===== config.mk =====
export PLATFORM = sky130hd
export DESIGN_NAME = bsg_then_ready_link_rr_scheduler
export DESIGN_NICKNAME = d
export VERILOG_FILES = /design/src/rtl/bsg_then_ready_link_rr_scheduler.sv
export SDC_FILE = /design/constraint.sdc
export NUM_CORES = 1
export LEC_CHECK = 0
export ABC_AREA = 1
export BUFFER_PORTS_ARGS = -buffer_cell sky130_fd_sc_hd__buf_4
export CORE_ASPECT_RATIO = 1.25
export CORE_MARGIN = 5
export CORE_UTILIZATION = 50
export DETAILED_ROUTE_END_ITERATION = 7
export PLACE_DENSITY = 0.87
export SYNTH_ARGS = -nofsm -noshare
export SYNTH_HDL_FRONTEND = slang
export SYNTH_SLANG_ARGS = --single-unit

===== constraint.sdc =====
create_clock -name clk_i -period 4.5 [get_ports clk_i]
set_input_delay 0.45 -clock clk_i [delete_from_list [all_inputs] [get_ports clk_i]]
set_output_delay 0.45 -clock clk_i [all_outputs]
set_load 0.005 [all_outputs]

===== src/rtl/bsg_then_ready_link_rr_scheduler.sv =====
// Round-robin scheduler serializing wide ready_and requesters onto a narrow
// then_ready link as one header flit (grant id) followed by payload flits.
module bsg_then_ready_link_rr_scheduler #(
   parameter int num_in_p          = 4,
   parameter int wide_link_width_p = 32,
   parameter int bsg_link_width_p  = 8
) (
   input  logic                                  clk_i,
   input  logic                                  reset_n_i,
   input  logic [num_in_p-1:0]                   wide_v_i,
   input  logic [num_in_p*wide_link_width_p-1:0] wide_data_i,
   output logic [num_in_p-1:0]                   wide_ready_and_o,
   output logic                                  link_v_o,
   output logic [bsg_link_width_p-1:0]           link_data_o,
   input  logic                                  link_then_ready_i,
   output logic [$clog2(num_in_p)-1:0]           grant_id_o
);

   localparam int ratio_lp = (wide_link_width_p + bsg_link_width_p - 1)
                             / bsg_link_width_p;
   localparam int id_w_lp  = $clog2(num_in_p);
   localparam int cnt_w_lp = (ratio_lp > 1) ? $clog2(ratio_lp) : 1;
   localparam int pad_w_lp = ratio_lp * bsg_link_width_p;

   typedef enum logic [1:0] {IDLE, HDR, DATA} state_e;

   state_e                state_q, state_d;
   logic [cnt_w_lp-1:0]   cnt_q, cnt_d;
   logic [id_w_lp-1:0]    ptr_q, ptr_d;
   logic [id_w_lp-1:0]    id_q, id_d;
   logic [pad_w_lp-1:0]   data_q, data_d;
   logic                  armed_q;

   logic                  arb, grant, last;
   logic [id_w_lp-1:0]    win;

   // Scan farthest-first so the nearest valid at or after ptr wins.
   function automatic logic [id_w_lp-1:0] rr_pick(
      input logic [id_w_lp-1:0]  ptr,
      input logic [num_in_p-1:0] v
   );
      logic [id_w_lp-1:0] jj;
      rr_pick = '0;
      for (int k = num_in_p - 1; k >= 0; k--) begin
         jj = id_w_lp'((int'(ptr) + k) % num_in_p);
         if (v[jj]) rr_pick = jj;
      end
   endfunction

   assign win  = rr_pick(ptr_q, wide_v_i);
   assign last = (cnt_q == cnt_w_lp'(ratio_lp - 1));

   always_comb begin
      state_d = state_q;
      cnt_d   = cnt_q;
      ptr_d   = ptr_q;
      id_d    = id_q;
      data_d  = data_q;
      arb     = 1'b0;
      unique case (state_q)
         IDLE: arb = 1'b1;
         HDR: begin
            if (link_then_ready_i) begin
               state_d = DATA;
               cnt_d   = '0;
            end
         end
         DATA: begin
            if (link_then_ready_i) begin
               if (last) begin
                  arb     = 1'b1;
                  state_d = IDLE;
               end else begin
                  cnt_d = cnt_q + cnt_w_lp'(1);
               end
            end
         end
         default: state_d = IDLE;
      endcase

      // No arbitration while in reset or on the first cycle out of it.
      grant = arb & armed_q & reset_n_i & (|wide_v_i);
      if (grant) begin
         state_d = HDR;
         id_d    = win;
         ptr_d   = (win == id_w_lp'(num_in_p - 1)) ? '0 : win + id_w_lp'(1);
         data_d  = '0;
         data_d[wide_link_width_p-1:0] =
            wide_data_i[win*wide_link_width_p +: wide_link_width_p];
      end
   end

   always_ff @(posedge clk_i) begin
      if (!reset_n_i) begin
         state_q <= IDLE;
         cnt_q   <= '0;
         ptr_q   <= '0;
         id_q    <= '0;
         data_q  <= '0;
         armed_q <= 1'b0;
      end else begin
         state_q <= state_d;
         cnt_q   <= cnt_d;
         ptr_q   <= ptr_d;
         id_q    <= id_d;
         data_q  <= data_d;
         armed_q <= 1'b1;
      end
   end

   always_comb begin
      wide_ready_and_o = grant ? (num_in_p'(1) << win) : '0;
      link_v_o         = reset_n_i & (state_q != IDLE);
      link_data_o      = '0;
      if (reset_n_i && state_q == HDR)
         link_data_o = bsg_link_width_p'(id_q);
      else if (reset_n_i && state_q == DATA)
         link_data_o = data_q[cnt_q*bsg_link_width_p +: bsg_link_width_p];
   end

   assign grant_id_o = id_q;

endmodule


==> metrics.txt <==
Syn. warnings=0; antenna-violating nets left=0; Starting Density=51.0%; htree depth=2; CP endpoint kind=output pin; via/cell ratio=5.17; CTS Buf Count=5; ys flop type=dfxtp_1; Layout area overhead=36.1%; R2R depth=8; row cnt=33; largest net degree at the start of global routing=41; R2R setup slack=1400 ps; CTS tree=done; total congestion overflow=0; sequential area share after synthesis=24.8%; Root Buffer=clkbuf_8; PortBufs=approximately 150; Post-synth EDFFs=0; Post-CTS Resized=0; RR Startpoint=cnt_q[0]; critical path arrival=3130 ps; final hold violations=0; Slew Limit Fails=0; Hold EP=state_q[0]; # Post-CTS Setup Buffers=0; P per Cell Area=just over 500 mW/mm²; Ant. Diodes=0; clock skew=6.28 ps; number of global-route vias before repair=3829; FF+latch count, synth=between 40 and 50; core area=0.00648 mm²; Worst setup SP type=register; ys async rst share=0%; WL final=10600 µm; first-pass iteration count of the detailed router=5; synthesized area=roughly 0.0033 mm²; top cell type's share of synthesized area=24.8%; Hold Slack=356 ps; CTS max path bufs=2; Worst-Skew Late Latency=290 ps; area leader, netlist=dfxtp_1; fmax=between 200 and 300 MHz; placed cells=773; most common cell in the netlist=nand2_1; post-layout util=roughly 70%; Hold-fix buffers, CTS=0; fin nets=between 800 and 900; first-pass GRT wire length=16700 µm; DRC=0; worst-margin pin slew=~930 ps; layout cells sized above 1=27.1%; min-delay src=link_then_ready_i; initial antenna violation count=0; worst hold path class=in -> reg; Peak VDD IR=between 0.3 and 0.4 mV; Die Span Y=just over 100 µm; data required time of the worst path=4050 ps; Worst Hold Depth=2; period utilization=79.6%; TNS Setup=0 ps; gr busiest metal=met2; final std cell area, no fill=about 0.0045 mm²; Avg Cell Area, Syn=5.84 µm²; GR Util met2=44.3%; Max Cap Viol=0; Area contributors post-synth=dfxtp_1 (25%), nand2_1 (23%), nand3_1 (17%); Final Setup Violations=0; status=finished, final reports clean; Yosys cell types=31; via count=4040; CTS clk-pin slew, worst paths=80 ps; Slew Limit Headroom=a little under two fifths; Post-synth top cells=nand2_1 (204), nand3_1 (111), inv_1 (66); initial DRC count=280; Die W=82.7 µm; met1 Track Usage GR=around 31%; syn_nets=between 700 and 800; RSZ-0062 raised after global routing=false; All-Layer GR Usage=25.2%; Placer Congestion=0.864; Leak=2.46 nW; HPWL Detailed=8260 µm; boundary pin count=150; placed cell areas=~0.0044 mm²; minimum clock period=3580 ps; Die Area=0.00835 mm²; met3 Use GR=4.03%; Num Clock Sinks=41; cells after synthesis=between 500 and 600; Worst Path Max Fanout=40; drt wl/cell=approximately 14 µm; type of the worst setup path=reg -> out; final non-filler cell total=between 700 and 800; worst r2r dst=data_q[6]
-- where the power goes --
part	total (mW)	switching [mW]	leakage, nW	internal [mW]
clock	0.347	0.127	0.0681	0.220
sequential	0.534	0.0661	0.336	0.468
combinational	1.38	0.902	2.05	0.481
total	2.26	1.09	2.46	1.17
-- worst max-delay path by stage --
| stage | start | end | slack [ps] | cells after the start |
|---|---|---|---|---|
| 2_1_floorplan | wide_v_i[1] | wide_ready_and_o[1] | 2420 | 12 |
| 3_3_place_gp | wide_v_i[3] | wide_ready_and_o[0] | 1420 | 14 |
| 3_5_place_dp | wide_v_i[3] | wide_ready_and_o[2] | 1290 | 14 |
| 4_1_cts | ptr_q[0] | wide_ready_and_o[2] | 990 | 13 |
| 5_1_grt | ptr_q[0] | wide_ready_and_o[2] | 670 | 13 |
| 6_report | ptr_q[0] | wide_ready_and_o[2] | 920 | 13 |
-- cells in the final DEF, fill, tap and decap left out --
cell | synthesis | layout
nand4_1 | 1 | 1
inv_1 | 66 | 66
a21oi_1 | 15 | 15
nand2_4 | 1 | 1
a31o_2 | 1 | 1
inv_2 | 4 | 4
o32ai_1 | 1 | 1
nand3_1 | 111 | 111
nand3_2 | 7 | 7
o21ai_0 | 15 | 15
dfxtp_1 | 41 | 41
nor4_1 | 1 | 1
o211ai_1 | 12 | 12
o21bai_4 | 1 | 1
bufinv_16 | 0 | 2
inv_4 | 2 | 2
clkbuf_8 | 0 | 5
a31oi_1 | 1 | 1
ha_1 | 5 | 5
nand2_2 | 6 | 6
nor2_2 | 1 | 1
nor2_8 | 2 | 2
a221oi_1 | 1 | 1
nor2_1 | 30 | 30
or2_1 | 1 | 1
buf_4 | 8 | 153
nand2_1 | 204 | 204
nand2_8 | 1 | 1
o31ai_1 | 1 | 1
clkinv_2 | 0 | 1
nand4_2 | 1 | 1
-- cell families after synthesis --
| family | count (synthesis) | share of synthesized area (%) |
|---|---|---|
| and+or+nand+nor | 367 | 49.9 |
| buffers and inverters | 105 | 14.3 |
| AOI/OAI and AO/OA | 48 | 9.05 |
| DFF | 41 | 24.8 |
| adders and majority gates | 5 | 1.89 |
-- critical path: stages, from the launching register on --
cell     delay, ps
dfxtp_1        540
inv_4          100
nand2_2        110
nand3_1        100
nand2_1         80
nand3_1        110
nand3_2         80
buf_4          360
nand2_4        320
inv_2          440
ha_1           230
inv_1           40
nor2_1         120
buf_4          160
-- state kept, by name, indices dropped and copies added, names as in the netlist --
register	cells
armed_q	1
cnt_q	2
data_q	32
grant_id_o	2
ptr_q	2
state_q	2
-- through the flow --
step	setup slack [ps]	total power, mW
after floorplan	2420	1.65
after global placement	1420	1.87
after detailed placement	1290	1.91
after CTS	986	2.26
after global routing	667	2.49
final	917	2.26
-- layer usage --
layer | up-vias | part of all wire (%)
met3 | 25 | 7.7
met2 | 181 | 51
met4 | 0 | 2.5
met5 | - | 0
met1 | 1782 | 39
li1 | 2052 | -
-- layout make-up --
cell class              count  area (µm²)
fillers                   582        1980
clock buffers               5        68.8
clock inverters             3        65.1
repair buffers            153        1150
inverters                  72         275
flip-flops and latches     41         821
well taps                  87         109
multi-input cells         420        2010
Power figures use the tool's default switching activity.
